[config.mk]
export PLATFORM = sky130hd
export DESIGN_NAME = ixu_bundle_encoder_flat
export DESIGN_NICKNAME = d
export VERILOG_FILES = /design/src/rtl/ixu_bundle_encoder_if.sv /design/src/rtl/ixu_bundle_encoder.sv /design/src/flat_wrapper.sv
export SDC_FILE = /design/constraint.sdc
export NUM_CORES = 1
export LEC_CHECK = 0
export CELL_PAD_IN_SITES_DETAIL_PLACEMENT = 1
export CELL_PAD_IN_SITES_GLOBAL_PLACEMENT = 1
export CORE_ASPECT_RATIO = 0.6
export CORE_MARGIN = 4
export CORE_UTILIZATION = 36
export DETAILED_ROUTE_END_ITERATION = 10
export PLACE_DENSITY = 0.85
export SETUP_SLACK_MARGIN = 0.4
export SYNTH_ARGS = -nofsm -noshare
export SYNTH_HDL_FRONTEND = slang
export SYNTH_SLANG_ARGS = --single-unit
[constraint.sdc]
create_clock -name clk -period 3.17 [get_ports clk]
set_clock_uncertainty 0.05 [all_clocks]
set_input_delay 0.7925 -clock clk [delete_from_list [all_inputs] [get_ports clk]]
set_output_delay 0.7925 -clock clk [all_outputs]
set_load 0.02 [all_outputs]
[src/rtl/ixu_bundle_encoder_if.sv]
// Scheduler-to-encoder request channel and encoder-to-instruction-buffer bundle channel.
// master drives requests and consumes bundles; slave is the encoder side.
// Carries valid/ready pairs on both sides, so either end may stall the other.
interface ixu_bundle_encoder_if #(
    parameter int SLOTS = 4
);
    localparam int CW = $clog2(SLOTS + 1);

    logic                  in_valid;
    logic                  in_ready;
    logic [3:0]            in_op;
    logic                  in_is_imm;
    logic [4:0]            in_rd;
    logic [4:0]            in_rs1;
    logic [4:0]            in_rs2;
    logic [11:0]           in_imm;
    logic                  flush;
    logic                  out_valid;
    logic                  out_ready;
    logic [32*SLOTS-1:0]   out_bundle;
    logic [CW-1:0]         out_count;
    logic                  err_illegal;

    modport master (
        output in_valid, in_op, in_is_imm, in_rd, in_rs1, in_rs2, in_imm, flush, out_ready,
        input  in_ready, out_valid, out_bundle, out_count, err_illegal
    );

    modport slave (
        input  in_valid, in_op, in_is_imm, in_rd, in_rs1, in_rs2, in_imm, flush, out_ready,
        output in_ready, out_valid, out_bundle, out_count, err_illegal
    );
endinterface

[src/rtl/ixu_bundle_encoder.sv]
// Encodes IXU ALU micro-ops into RV32I words and packs SLOTS of them per VLIW bundle (IXU_ENC_TIMEOUT_EN adds idle auto-close).
// Latency: a word is visible one cycle after the accept that closes its bundle; one bubble cycle per bundle.
// Backpressure: a closed bundle holds stable with in_ready low until out_ready is seen.
module ixu_bundle_encoder #(
    parameter int SLOTS   = 4,
    parameter int TIMEOUT = 8
) (
    input  logic                 clk,
    input  logic                 rst,
    ixu_bundle_encoder_if.slave  bus
);
    localparam int CW = $clog2(SLOTS + 1);

    typedef enum logic {
        FILL = 1'b0,
        FULL = 1'b1
    } state_t;

    state_t              state_q;
    state_t              state_d;
    logic [32*SLOTS-1:0] bundle_q;
    logic [CW-1:0]       count_q;
    logic                err_q;

    logic                in_ready_c;
    logic                out_valid_c;
    logic                accept;
    logic                drain;
    logic                close_req;
    logic                tmo_fire;

    logic [2:0]          funct3;
    logic [6:0]          funct7;
    logic [11:0]         imm12;
    logic                enc_illegal;
    logic [31:0]         enc_word;

    assign accept = bus.in_valid && in_ready_c;
    assign drain  = out_valid_c && bus.out_ready;

    // Word encoder: purely combinational, written into the slot on accept.
    always_comb begin
        funct3      = 3'd0;
        funct7      = 7'h00;
        imm12       = bus.in_imm;
        enc_illegal = (bus.in_op > 4'd9) || ((bus.in_op == 4'd1) && bus.in_is_imm);
        case (bus.in_op)
            4'd0, 4'd1: funct3 = 3'd0;
            4'd2:       funct3 = 3'd4;
            4'd3:       funct3 = 3'd6;
            4'd4:       funct3 = 3'd7;
            4'd5:       funct3 = 3'd1;
            4'd6, 4'd7: funct3 = 3'd5;
            4'd8:       funct3 = 3'd2;
            4'd9:       funct3 = 3'd3;
            default:    funct3 = 3'd0;
        endcase
        if ((bus.in_op == 4'd1) || (bus.in_op == 4'd7)) begin
            funct7 = 7'h20;
        end
        // Shift immediates carry only shamt; the upper field selects logical vs arithmetic.
        if ((bus.in_op == 4'd5) || (bus.in_op == 4'd6)) begin
            imm12 = {7'h00, bus.in_imm[4:0]};
        end else if (bus.in_op == 4'd7) begin
            imm12 = {7'h20, bus.in_imm[4:0]};
        end
        if (enc_illegal) begin
            enc_word = 32'h0000_0000;
        end else if (bus.in_is_imm) begin
            enc_word = {imm12, bus.in_rs1, funct3, bus.in_rd, 7'b0010011};
        end else begin
            enc_word = {funct7, bus.in_rs2, bus.in_rs1, funct3, bus.in_rd, 7'b0110011};
        end
    end

    // A flush only closes a bundle that will hold at least one word.
    assign close_req = (accept && (count_q == CW'(SLOTS - 1)))
                     || (bus.flush && (accept || (count_q != '0)))
                     || tmo_fire;

    always_ff @(posedge clk) begin
        if (rst) begin
            state_q <= FILL;
        end else begin
            state_q <= state_d;
        end
    end

    always_comb begin
        state_d = state_q;
        case (state_q)
            FILL:    if (close_req) state_d = FULL;
            FULL:    if (bus.out_ready) state_d = FILL;
            default: state_d = FILL;
        endcase
    end

    always_comb begin
        in_ready_c  = 1'b0;
        out_valid_c = 1'b0;
        case (state_q)
            FILL:    in_ready_c  = 1'b1;
            FULL:    out_valid_c = 1'b1;
            default: in_ready_c  = 1'b0;
        endcase
    end

    always_ff @(posedge clk) begin
        if (rst) begin
            bundle_q <= '0;
            count_q  <= '0;
            err_q    <= 1'b0;
        end else begin
            err_q <= accept && enc_illegal;
            if (drain) begin
                bundle_q <= '0;
                count_q  <= '0;
            end else if (accept) begin
                for (int k = 0; k < SLOTS; k++) begin
                    if (count_q == CW'(k)) begin
                        bundle_q[32*k +: 32] <= enc_word;
                    end
                end
                count_q <= count_q + CW'(1);
            end
        end
    end

`ifdef IXU_ENC_TIMEOUT_EN
    localparam int TW = $clog2(TIMEOUT + 1);

    logic [TW-1:0] tmo_q;
    logic          tmo_tick;

    assign tmo_tick = (state_q == FILL) && (count_q != '0) && !accept;
    assign tmo_fire = tmo_tick && (tmo_q == TW'(TIMEOUT - 1));

    always_ff @(posedge clk) begin
        if (rst || accept || (state_d != FILL)) begin
            tmo_q <= '0;
        end else if (tmo_tick) begin
            tmo_q <= tmo_q + TW'(1);
        end
    end
`else
    assign tmo_fire = 1'b0 && (TIMEOUT > 0);
`endif

    assign bus.in_ready    = in_ready_c;
    assign bus.out_valid   = out_valid_c;
    assign bus.out_bundle  = bundle_q;
    assign bus.out_count   = count_q;
    assign bus.err_illegal = err_q;
endmodule

[src/flat_wrapper.sv]
// flat-port wrapper written by rule: the top's interface ports become plain ports
module ixu_bundle_encoder_flat 
#(
    parameter int SLOTS   = 4,
    parameter int TIMEOUT = 8
)
  (clk, rst, bus_in_valid, bus_in_op, bus_in_is_imm, bus_in_rd, bus_in_rs1, bus_in_rs2, bus_in_imm, bus_flush, bus_out_ready, bus_in_ready, bus_out_valid, bus_out_bundle, bus_out_count, bus_err_illegal);
  ixu_bundle_encoder_if #(.SLOTS(SLOTS)) bus_i ();
  input  logic clk;
  input  logic rst;
  input wire logic [$bits(bus_i.in_valid)-1:0] bus_in_valid;
  input wire logic [$bits(bus_i.in_op)-1:0] bus_in_op;
  input wire logic [$bits(bus_i.in_is_imm)-1:0] bus_in_is_imm;
  input wire logic [$bits(bus_i.in_rd)-1:0] bus_in_rd;
  input wire logic [$bits(bus_i.in_rs1)-1:0] bus_in_rs1;
  input wire logic [$bits(bus_i.in_rs2)-1:0] bus_in_rs2;
  input wire logic [$bits(bus_i.in_imm)-1:0] bus_in_imm;
  input wire logic [$bits(bus_i.flush)-1:0] bus_flush;
  input wire logic [$bits(bus_i.out_ready)-1:0] bus_out_ready;
  output wire logic [$bits(bus_i.in_ready)-1:0] bus_in_ready;
  output wire logic [$bits(bus_i.out_valid)-1:0] bus_out_valid;
  output wire logic [$bits(bus_i.out_bundle)-1:0] bus_out_bundle;
  output wire logic [$bits(bus_i.out_count)-1:0] bus_out_count;
  output wire logic [$bits(bus_i.err_illegal)-1:0] bus_err_illegal;
  assign bus_i.in_valid = bus_in_valid;
  assign bus_i.in_op = bus_in_op;
  assign bus_i.in_is_imm = bus_in_is_imm;
  assign bus_i.in_rd = bus_in_rd;
  assign bus_i.in_rs1 = bus_in_rs1;
  assign bus_i.in_rs2 = bus_in_rs2;
  assign bus_i.in_imm = bus_in_imm;
  assign bus_i.flush = bus_flush;
  assign bus_i.out_ready = bus_out_ready;
  assign bus_in_ready = bus_i.in_ready;
  assign bus_out_valid = bus_i.out_valid;
  assign bus_out_bundle = bus_i.out_bundle;
  assign bus_out_count = bus_i.out_count;
  assign bus_err_illegal = bus_i.err_illegal;
  ixu_bundle_encoder #(.SLOTS(SLOTS), .TIMEOUT(TIMEOUT)) u_core (.clk(clk), .rst(rst), .bus(bus_i));
endmodule
Yosys cells after proc, flatten, opt, wreduce, memory -nomap -nowiden
Memory sizes are Yosys's and may differ from the RTL's.
Index checks and enable logic that the tools add are counted.
{ "word_totals": {"mem_count": 1, "in_bits": 37, "output_inout_bits": 134, "ff_bits": 133, "mem_bits_ro": 48, "wordCells": 46} }
{ "op_classes": {"magnitude_cmp": 1, "n_addsub": 1, "reduce_logical": 18, "bitwise_logic": 1, "mux": 10, "eq_ne": 7} }
{ "memory_table": {"columns": ["name", "words", "width", "read_ports", "rd_ports_with_merged_regs", "wr", "line", "text"], "rows": [
  ["(no name shown)", 16, 3, 1, 0, 0, "ixu_bundle_encoder.sv:47", "case (bus.in_op)"]
]} }
{ "op_table": {"columns": ["operator", "count"], "rows": [
  ["32-bit two-way mux", 2],
  ["12-bit two-way mux", 2],
  ["4-bit by 3-bit equality test with 1-bit output (second input constant)", 3],
  ["2-bit AND reduction", 4],
  ["3-bit by 2-bit equality test with 1-bit output (second input constant)", 2],
  ["1-bit logical AND", 6],
  ["6-bit two-way mux", 1],
  ["1-bit logical OR", 5],
  ["4-bit by 1-bit equality test with 1-bit output (second input constant)", 1],
  ["4-bit > comparator (second input constant)", 1],
  ["1-bit two-way mux", 4],
  ["3-bit by 1-bit adder with 3-bit output (second input constant)", 1],
  ["3-bit by 1-bit equality test with 1-bit output (second input constant)", 1],
  ["3-bit zero test", 1],
  ["3-bit nonzero test", 1],
  ["1-bit one-hot mux with 2 select lines", 1],
  ["2-bit OR reduction", 1],
  ["1-bit NOT", 1]
]} }

Depth between registers and ports, before layout
Gate-level depths: netlist of run 1.
{ "logic_depth": {"ltp_word": 7, "depth_mapped": 7, "ltp_nobuf": 6} }

Worst setup path after synthesis of run 1
OpenSTA, ideal clock, no wires.
{ "synth_path": {"path_kind": "input port to flip-flop", "from": "input bus_in_valid", "to": "register u_core.bundle_q[39], in the netlist u_core.bus.out_bundle[39]", "arrival_ns": 1.763, "path_buffers": 2, "slack_ns": 1.239, "cell_stages": 6, "setup_time_ns": 0.117, "required_time_ns": 3.003, "cell_sequence": "nor2b_2 > buf_6 > and3_4 > and2_4 > buf_6 > a32o_1"} }
{ "synth_via": {"elab_chain_len": 2} }
{ "synth_rtl": {"columns": ["element", "line", "text"], "rows": [
  ["start, declared", "flat_wrapper.sv:11", "input wire logic [$bits(bus_i.in_valid)-1:0] bus_in_valid;"],
  ["1-bit logical AND", "ixu_bundle_encoder.sv:38", "assign accept = bus.in_valid && in_ready_c;"],
  ["2-bit AND reduction (no line)", null, null],
  ["end signal, assigned by index", "ixu_bundle_encoder.sv:121", "bundle_q[32*k +: 32] <= enc_word;"],
  ["end, declared", "ixu_bundle_encoder.sv:21", "logic [32*SLOTS-1:0] bundle_q;"]
]} }
Every way passes these cells.
A chain may end at the register's enable or synchronous reset.

Worst setup path after layout of run 1
{ "layout_path": {"from": "input bus_in_valid", "to": "register u_core.bundle_q[23], in the netlist u_core.bus.out_bundle[23]"} }
Same word-level chain as after synthesis.

==> metrics.yaml, run 1 <==
die_w_um: 150
antenna_found_initial: 0
grt_max_degree: 27
routabilityCongestion: 0.784
fin_tns_setup_ns: 0
cts-buffers-inserted: 17
synth_cell_types: 41
required_ns: 3.47
fin_total_pwr_uw: 4060
async_flop_share_pct: 0
synth-main-ff-cell: "dfxtp_1"
viasPerCell: 5.42
drv_cap: 0
layout_commonest_cell: "clkdlybuf4s50_1"
rr_endpoint: "u_core.bus.out_bundle[23]$_SDFFE_PP0P_"
die_h_um: 93.5
synth_area_um2: 4380
drtIter0Drc: 244
hold_slack_ns: 0.411
core_area_um2: 11600
route.antenna.remaining_nets: 0
worstRegToRegCells: 6
grt_pass1_wl_um: 23100
holdPathStages: 2
initial_core_util_pct: 37.8
routed_wl_um: 15300
cp_slowest_cell: "nor2_2"
status: "finished clean"
fillers: 1200
fin_nets: 565
cp-start-kind: "primary input"
dp_slack_ns: 0.300
pwr_density_cell_nw_per_um2: 627
setup_viol: 0
grt_usage_pct: 21.5
avgRoutedWirePerCell_um: 22.0
drive_gt1_share_pct: 11.0
fin_crit_sh_pct: 77.6
slew_violations: 0
dpl.hpwl_um: 10700
gr-total-overflow: 0
vdd_drop_max_v: 0.000348
final_hold_viol_count: 0
synthCells: 379
ctsResizeCount: 0
synth_seq_area_share_pct: 51.6
max_slew_margin_pct: 21.8
max_stage_delay_ns: 0.88
period_minus_slack_ns: 2.46
avgSynthCellArea_um2: 11.6
die-area_um2: 14100
worst-path-max-fanout: 21
clkSlewWorstSetupHoldPaths_ns: 0.06
grt_setup_unrepaired: "no"
setup_ws_ns: 0.711
min-delay-start: "u_core.bus.out_bundle[5]$_SDFFE_PP0P_"
yosys_warnings: 0
min-delay-path-class: "flop to flop"
leakage_uw: 0.00235
layout_common_cells: "clkdlybuf4s50_1, dfxtp_1, a32o_1"
min_to: "u_core.bus.out_bundle[5]$_SDFFE_PP0P_"
ios: 171
cts_setup_buffers: 0
worstMarginPinSlew_ns: 1.17
rrSetupSlack_ns: 0.82
worstSetupPathType: "primary input to flop"
path_buf_inv: 1
portBuffers: 158
synthToLayoutAreaGrowth_pct: 47.8
cp.arrival_ns: 2.76
drc: 0
rows: 30
synth_seq_cells: 113
cp-end-kind: "flop"
clock_path_buffers: 2
synth_edf_count: 0
reg2reg_from: "u_core.bus.out_count[0]$_SDFFE_PP0N_"
clockRootBuffer: "clkbuf_16"
insertion_delay_ns: 0.41
firstDrtPassIters: 5
route.vias.total: 3772
path_cells: "clkdlybuf4s50_1 > or2b_4 > nor2_8 > nor2_2 > a22o_1"
htree_levels: 4
cp_top_family: "simple AND/OR/NAND/NOR gates"
final_util_pct: 55.8
cts_sinks: 113
fmaxAchievable_ghz: 0.407
first_global_vias: 3885
cts_hold_buf: 0
cts_tree: "done"
antennaDiodeCount: 0
-- worst max path at each step --
stage | start | end | slack (ns) | depth (start not counted)
after floorplan | bus_in_valid | u_core.bus.out_bundle[39]$_SDFFE_PP0P_ | 1.24 | 6
after global placement | bus_in_op[2] | u_core.bus.out_bundle[21]$_SDFFE_PP0P_ | 0.42 | 5
after detailed placement | bus_in_valid | u_core.bus.out_bundle[24]$_SDFFE_PP0P_ | 0.30 | 5
after CTS | bus_in_valid | u_core.bus.out_bundle[23]$_SDFFE_PP0P_ | 0.70 | 5
after global routing | bus_in_is_imm | u_core.bus.out_bundle[27]$_SDFFE_PP0P_ | 0.61 | 4
final | bus_in_valid | u_core.bus.out_bundle[23]$_SDFFE_PP0P_ | 0.71 | 5
-- power breakdown --
part,switching (uW),total (uW),leakage [uW],internal (uW)
Sequential,31.0,1490,0.000913,1460
Clock,700,2090,0.000310,1390
Combinational,286,473,0.00113,188
Total,1020,4060,0.00235,3040
-- layer usage --
| metal | wire [um] | part of all wire [%] | vias to the layer above | GRT usage, % |
|---|---|---|---|---|
| met5 | 0 | 0 | - | 0 |
| met4 | 211 | 1.4 | 0 | 6.24 |
| met3 | 1200 | 7.8 | 22 | 6.92 |
| met2 | 7020 | 46 | 158 | 34.1 |
| met1 | 6860 | 45 | 1893 | 28.0 |
| li1 | - | - | 1699 | - |
-- through the flow --
stage	cell area, um^2	cells
final	6480	696
after floorplan	4420	390
after global routing	6480	696
after detailed placement	5840	664
after CTS	6480	696
after global placement	5840	664
-- synthesized netlist by cell type (2+ instances only) --
library cell | number | area share, %
a31oi_1 | 5 | 0.71
dfxtp_1 | 113 | 52
ha_1 | 5 | 1.4
nor2b_2 | 2 | 0.40
nor4b_1 | 2 | 0.40
nand2b_1 | 2 | 0.29
a21o_1 | 3 | 0.51
a32o_1 | 64 | 15
and3_4 | 2 | 0.51
nor2_4 | 3 | 0.77
and2_4 | 2 | 0.40
mux2i_1 | 12 | 2.7
inv_1 | 6 | 0.51
clkbuf_1 | 2 | 0.17
buf_4 | 25 | 4.3
nand2_1 | 16 | 1.4
buf_8 | 2 | 0.69
a21oi_1 | 15 | 1.7
a211oi_1 | 5 | 0.86
buf_6 | 16 | 4.1
nor2b_1 | 5 | 0.71
nor2_1 | 17 | 1.5
o21ai_0 | 10 | 1.1
a22o_1 | 20 | 4.0
buf_2 | 9 | 1.0
-- worst register-to-register path, delay by kind of cell, from the launching register on --
kind            cells  cell delay (ns)
flops               1             0.44
buf+inv             1             0.11
compound gates      1             0.29
simple gates        3             1.18
fa+ha+maj           1             0.23
-- area by class of cell --
type	instances	area [um^2]	share of cell area (%)
clock buffers	18	429	6.63
clock inverters	14	211	3.26
inverters	6	22.5	0.348
multi-input cells	217	1700	26.2
flip-flops and latches	113	2260	34.9
well taps	160	200	3.09
repair buffers	168	1660	25.6
-- state kept, by name, indices dropped and copies added, names as in the netlist --
name                    count
u_core.state_q              1
u_core.bus.out_count        3
u_core.bus.out_bundle     108
u_core.bus.err_illegal      1
-- cells by family after synthesis --
logic type / Yosys count / share of synthesized area [%]
xor gates and xnor gates: 1 / 0.200
muxes: 13 / 3.08
AOI/OAI and AO/OA: 127 / 24.9
adders and majority gates: 5 / 1.43
DFF: 113 / 51.6
other: 1 / 0.0856
and+or+nand+nor: 59 / 7.85
buffers and inverters: 60 / 10.8
Note: power is estimated with default switching activity, not from simulation.
==> inputs of run 2 (changes only) <==
--- a/config.mk
+++ b/config.mk
@@ -9,9 +9,9 @@
 export CELL_PAD_IN_SITES_GLOBAL_PLACEMENT = 1
 export CORE_ASPECT_RATIO = 0.6
 export CORE_MARGIN = 4
-export CORE_UTILIZATION = 36
+export CORE_UTILIZATION = 33
 export DETAILED_ROUTE_END_ITERATION = 10
-export PLACE_DENSITY = 0.85
+export PLACE_DENSITY = 0.79
 export SETUP_SLACK_MARGIN = 0.4
 export SYNTH_ARGS = -nofsm -noshare
 export SYNTH_HDL_FRONTEND = slang
==> constraint.sdc (replaced) <==
create_clock -name clk -period 2.3 [get_ports clk]
set_clock_uncertainty 0.05 [all_clocks]
set_input_delay 0.575 -clock clk [delete_from_list [all_inputs] [get_ports clk]]
set_output_delay 0.575 -clock clk [all_outputs]
set_load 0.02 [all_outputs]
==> metrics.yaml, run 2 (synthesis results as in run 1) <==
grt_usage_pct: 19.5  # was 21.5%
gr-total-overflow: 0  # unchanged
multi_input_area_um2: 1770  # was 1700 um^2
fin_crit_sh_pct: 80.7
ios: 171  # unchanged
layout_common_cells: "dlygate4sd2_1, dfxtp_1, a32o_1"  # was clkdlybuf4s50_1, dfxtp_1, a32o_1
drive_gt1_share_pct: 15.2  # was 11.0%
drt-met1-wl_um: 6900  # was 6860 um
drtIter0Drc: 179  # was 244
drv_cap: 0  # unchanged
clock_path_buffers: 2  # unchanged
clockRootBuffer: "clkbuf_16"  # unchanged
setup_viol: 0  # unchanged
clockPowerShare_pct: 49.1  # was 51.6%
comb_power_share_pct: 12.4  # was 11.7%
route.antenna.remaining_nets: 0  # unchanged
p_seq_share_pct: 38.4  # was 36.8%
setup_ws_ns: 0.444  # was 0.711 ns
first_global_vias: 3961  # was 3885
cts-buffers-inserted: 17  # unchanged
viasPerCell: 5.25  # was 5.42
top_layer_used: "met4"  # unchanged
grt_setup_unrepaired: "yes"  # was no
htree_levels: 4  # unchanged
worst-path-max-fanout: 10  # was 21
required_ns: 2.60  # was 3.47 ns
dpl.hpwl_um: 10500  # was 10700 um
grt_pass1_wl_um: 23100  # about the same
p_sw_uw: 1440  # was 1020 uW
portBuffers: 158  # unchanged
fin_nets: 582  # was 565
antenna_found_initial: 0  # unchanged
swShare_pct: 27.0  # was 25.0%
fin_total_pwr_uw: 5350  # was 4060 uW
vdd_drop_max_v: 0.000399  # was 0.000348 V
pwr_density_cell_nw_per_um2: 821  # was 627 nW/um^2
core_area_um2: 12900  # was 11600 um^2
largest_register_ffs: 108  # unchanged
cp-end-kind: "flop"  # unchanged
final_hold_viol_count: 0  # unchanged
die_w_um: 157  # was 150 um
rows: 32  # was 30
cts_tree: "done"  # unchanged
max_slew_margin_pct: 64.5  # was 21.8%
leakage_uw: 0.00301  # was 0.00235 uW
antennaDiodeCount: 0  # unchanged
dr_wl_met2_um: 7100  # was 7020 um
firstDrtPassIters: 4  # was 5
initial_core_util_pct: 33.9  # was 37.8%
slew_violations: 0  # unchanged
avgRoutedWirePerCell_um: 21.5  # was 22.0 um
layout_commonest_cell: "dlygate4sd2_1"  # was clkdlybuf4s50_1
worstMarginPinSlew_ns: 0.532  # was 1.17 ns
drc: 0  # unchanged
routed_wl_um: 15500  # was 15300 um
worstSetupPathType: "primary input to flop"  # unchanged
fillers: 1437  # was 1200
min-delay-path-class: "flop to flop"  # unchanged
grt_max_degree: 46  # was 27
cp-start-kind: "primary input"  # unchanged
die_h_um: 97.3  # was 93.5 um
die-area_um2: 15200  # was 14100 um^2
power.internal_uw: 3900  # was 3040 uW
routabilityCongestion: 0.766  # was 0.784
dp_slack_ns: -0.0992  # was 0.300 ns
regArea_um2: 2260  # about the same
insertion_delay_ns: 0.41  # about the same
cp.arrival_ns: 2.16  # was 2.76 ns
fmaxAchievable_ghz: 0.539
period_minus_slack_ns: 1.86
cts_sinks: 113  # unchanged
status: "finished clean"  # unchanged
synthToLayoutAreaGrowth_pct: 48.7  # was 47.8%
clkSlewWorstSetupHoldPaths_ns: 0.06  # about the same
route.vias.total: 3798  # was 3772
wl_met3_um: 1270  # was 1200 um
-- run 2: changes by cell type in the layout (fill, tap and decap cells not counted), sizes merged, moves of 2 or more --
cell | previous run | this run
clkinv | 5 | 7
buf | 10 | 22
clkdlybuf4s50 | 158 | 35
bufinv | 5 | 2
dlygate4sd2 | 0 | 121
nor2 | 22 | 26
-- run 2: power groups by stage --
stage	clock, uW	sequential [uW]	combinational (uW)
global placement	0	2090	652
floorplan	0	2160	339
detailed placement	0	2100	674
finish	2630	2050	665
CTS	2670	2050	643
global route	2760	2060	713
-- run 2: final timing paths --
check                                                            start                                endpoint  slack [ns]  depth (start not counted)
worst max-delay path                                      bus_in_valid  u_core.bus.out_bundle[81]$_SDFFE_PP0P_        0.44                          5
worst max register to register    u_core.bus.out_count[1]$_SDFFE_PP0N_  u_core.bus.out_bundle[31]$_SDFFE_PP0P_        0.50                          6
worst min register to register  u_core.bus.out_bundle[14]$_SDFFE_PP0P_  u_core.bus.out_bundle[14]$_SDFFE_PP0P_        0.41                          2
worst min-delay path            u_core.bus.out_bundle[14]$_SDFFE_PP0P_  u_core.bus.out_bundle[14]$_SDFFE_PP0P_        0.41                          2
-- run 2: critical path, cell delays in order --
cell and delay, ns:
clkdlybuf4s50_1 0.50, nor2b_4 0.23, and3_4 0.30, and2_2 0.35, a32o_1 0.21
-- run 2: area by class of cell --
| type | instances | area share [%] |
|---|---|---|
| clock buffers | 18 | 6.74 |
| clock inverters | 14 | 2.38 |
| inverters | 6 | 0.346 |
| multi-input cells | 222 | 27.1 |
| flip-flops and latches | 113 | 34.7 |
| well taps | 170 | 3.26 |
| repair buffers | 180 | 25.4 |
-- run 2: metal layers --
layer  global-route usage (%)  vias to the layer above
met2                     31.0                      156
met3                     5.87                       20
met1                     25.4                     1887
li1                         -                     1735
met5                        0                        -
met4                     6.33                        0
-- run 2: stage by stage --
step	hold WS (ns)	cell area, um^2	setup TNS (ns)	std cells	util, %
final	0.407	6520	0	723	50.4
after global routing	0.427	6520	0	723	50.4
after CTS	0.410	6450	0	719	49.9
after detailed placement	0.404	5980	-1.74	685	46.3
after global placement	0.398	5980	-0.0915	685	46.3
after floorplan	0.484	4420	0	390	-
-- run 2: repair_timing --
| item | in CTS | in global routing |
|---|---|---|
| hold buffers | 0 | 0 |
| setup endpoints to repair | 156 | 101 |
| gates resized for setup | 127 | 11 |
| gates cloned | 2 | 3 |
| buffers inserted | 0 | 1 |
| pin swaps | 3 | 3 |
==> inputs of run 3 (changes only) <==
--- a/config.mk
+++ b/config.mk
@@ -9,9 +9,9 @@
 export CELL_PAD_IN_SITES_GLOBAL_PLACEMENT = 1
 export CORE_ASPECT_RATIO = 0.6
 export CORE_MARGIN = 4
-export CORE_UTILIZATION = 33
+export CORE_UTILIZATION = 30
 export DETAILED_ROUTE_END_ITERATION = 10
-export PLACE_DENSITY = 0.79
+export PLACE_DENSITY = 0.75
 export SETUP_SLACK_MARGIN = 0.4
 export SYNTH_ARGS = -nofsm -noshare
 export SYNTH_HDL_FRONTEND = slang
==> constraint.sdc (replaced) <==
create_clock -name clk -period 1.69 [get_ports clk]
set_clock_uncertainty 0.05 [all_clocks]
set_input_delay 0.4225 -clock clk [delete_from_list [all_inputs] [get_ports clk]]
set_output_delay 0.4225 -clock clk [all_outputs]
set_load 0.02 [all_outputs]
==> metrics.yaml, run 3 (synthesis results as in run 1) <==
period_minus_slack_ns: 1.66
gr-total-overflow: 0  # unchanged
dp.cells: 730  # was 685
leakage_uw: 0.00357  # was 0.00301 uW
worstSetupPathType: "primary input to flop"  # unchanged
final_hold_viol_count: 0  # unchanged
dpl.hpwl_um: 11200  # was 10500 um
routed_wl_um: 20100  # was 15500 um
route.antenna.remaining_nets: 0  # unchanged
min-delay-path-class: "primary input to flop"  # was flop to flop
worstMarginPinSlew_ns: 0.632  # was 0.532 ns
antennaDiodeCount: 0  # unchanged
fmaxAchievable_ghz: 0.603
route.vias.total: 4376  # was 3798
vdd_drop_max_v: 0.000611  # was 0.000399 V
core_area_um2: 14000  # was 12900 um^2
synthToLayoutAreaGrowth_pct: 92.9  # was 48.7%
htree_levels: 4  # unchanged
clock_path_buffers: 2  # unchanged
grt_usage_pct: 21.2  # was 19.5%
pwr_density_cell_nw_per_um2: 941  # was 821 nW/um^2
drtIter0Drc: 248  # was 179
rows: 33  # was 32
drc: 0  # unchanged
cp-start-kind: "primary input"  # unchanged
avgRoutedWirePerCell_um: 23.8  # was 21.5 um
required_ns: 1.98  # was 2.60 ns
stdcell_count: 844  # was 723
hold_slack_ns: 0.311  # was 0.407 ns
final_util_pct: 60.6  # was 50.4%
grt_setup_unrepaired: "yes"  # unchanged
grt_pass1_wl_um: 26800  # was 23100 um
layout_common_cells: "buf_6, dfxtp_2, buf_4"  # was dlygate4sd2_1, dfxtp_1, a32o_1
insertion_delay_ns: 0.40  # was 0.41 ns
die-area_um2: 16700  # was 15200 um^2
first_global_vias: 4455  # was 3961
cp.arrival_ns: 1.95  # was 2.16 ns
antenna_found_initial: 0  # unchanged
largest_register_ffs: 108  # unchanged
max_slew_margin_pct: 57.8  # was 64.5%
fin_nets: 681  # was 582
firstDrtPassIters: 5  # was 4
cts_tree: "done"  # unchanged
clkSlewWorstSetupHoldPaths_ns: 0.06  # about the same
status: "finished clean"  # unchanged
portBuffers: 158  # unchanged
cts_hold_buf: 0  # unchanged
worst-path-max-fanout: 5  # was 10
fin_crit_sh_pct: 98.2
die_h_um: 102  # was 97.3 um
viasPerCell: 5.18  # was 5.25
grt_max_degree: 39  # was 46
drive_gt1_share_pct: 71.2  # was 15.2%
ios: 171  # unchanged
cts_sinks: 113  # unchanged
layout_commonest_cell: "buf_6"  # was dlygate4sd2_1
setup_viol: 0  # unchanged
slew_violations: 0  # unchanged
cts-buffers-inserted: 17  # unchanged
cp-end-kind: "flop"  # unchanged
clockRootBuffer: "clkbuf_16"  # unchanged
initial_core_util_pct: 31.4  # was 33.9%
die_w_um: 164  # was 157 um
drv_cap: 0  # unchanged
routabilityCongestion: 0.769  # was 0.766
[run 3: cell types whose count changed in the layout (fill, tap and decap cells not counted), sizes merged, moves of 2 or more]
cell and change:
clkbuf +8, buf +215, clkinvlp +2, clkdlybuf4s50 -6, dlygate4sd2 -118
[run 3: metal layers]
metal	routed length [um]	track usage, %
met5	0	0
met4	197	5.48
met3	1360	5.00
met2	9640	35.2
met1	8910	28.1
[run 3: area by class of cell]
cell class | count | area (um^2)
multi-input combinational | 221 | 2030
tap | 192 | 240
fill | 1407 | 5500
sequential | 113 | 2420
inverter | 6 | 33.8
timing repair buffer | 280 | 3140
clock buffer | 17 | 425
clock inverter | 15 | 159
[run 3: report_power, final]
part	switching, uW	leakage (uW)	internal (uW)
logic	776	0.00232	758
clock network	1400	0.000280	2190
registers	77.8	0.000971	2750
[run 3: timing repair]
item | CTS | global route
pin swaps | 19 | 40
endpoints found under the setup margin | 235 | 235
cloned | 8 | 8
buffers inserted | 40 | 26
gates resized for setup | 776 | 181
[run 3: per-stage QoR]
stage               TNS [ns]  power (uW)  setup slack (ns)  area [um^2]
finish                     0        7950            0.0307         8450
global route        -0.00224        8210          -0.00224         8450
CTS                        0        7680            0.0882         7730
detailed placement    -53.41        3900            -0.655         6360
global placement      -44.53        3860            -0.512         6360
floorplan                  0        3440             0.199         4550
[run 3: path summary, 6_finish.rpt]
| kind | slack (ns) | depth (start not counted) | end | start |
|---|---|---|---|---|
| setup / recovery | 0.03 | 7 | u_core.bus.out_bundle[114]$_SDFFE_PP0P_ | bus_out_ready |
| hold / removal | 0.31 | 3 | u_core.bus.err_illegal$_SDFF_PP0_ | rst |
| setup reg to reg | 0.04 | 7 | u_core.bus.out_bundle[114]$_SDFFE_PP0P_ | u_core.bus.out_count[0]$_SDFFE_PP0N_ |
| hold reg to reg | 0.42 | 1 | u_core.bus.out_bundle[115]$_SDFFE_PP0P_ | u_core.bus.out_bundle[115]$_SDFFE_PP0P_ |
[run 3: worst max-delay path, cell delays in order]
cell and delay [ns]:
clkdlybuf4s50_1 0.47, a21o_4 0.29, buf_12 0.15, buf_4 0.14, nor2_4 0.17, clkbuf_16 0.19, a32o_1 0.13
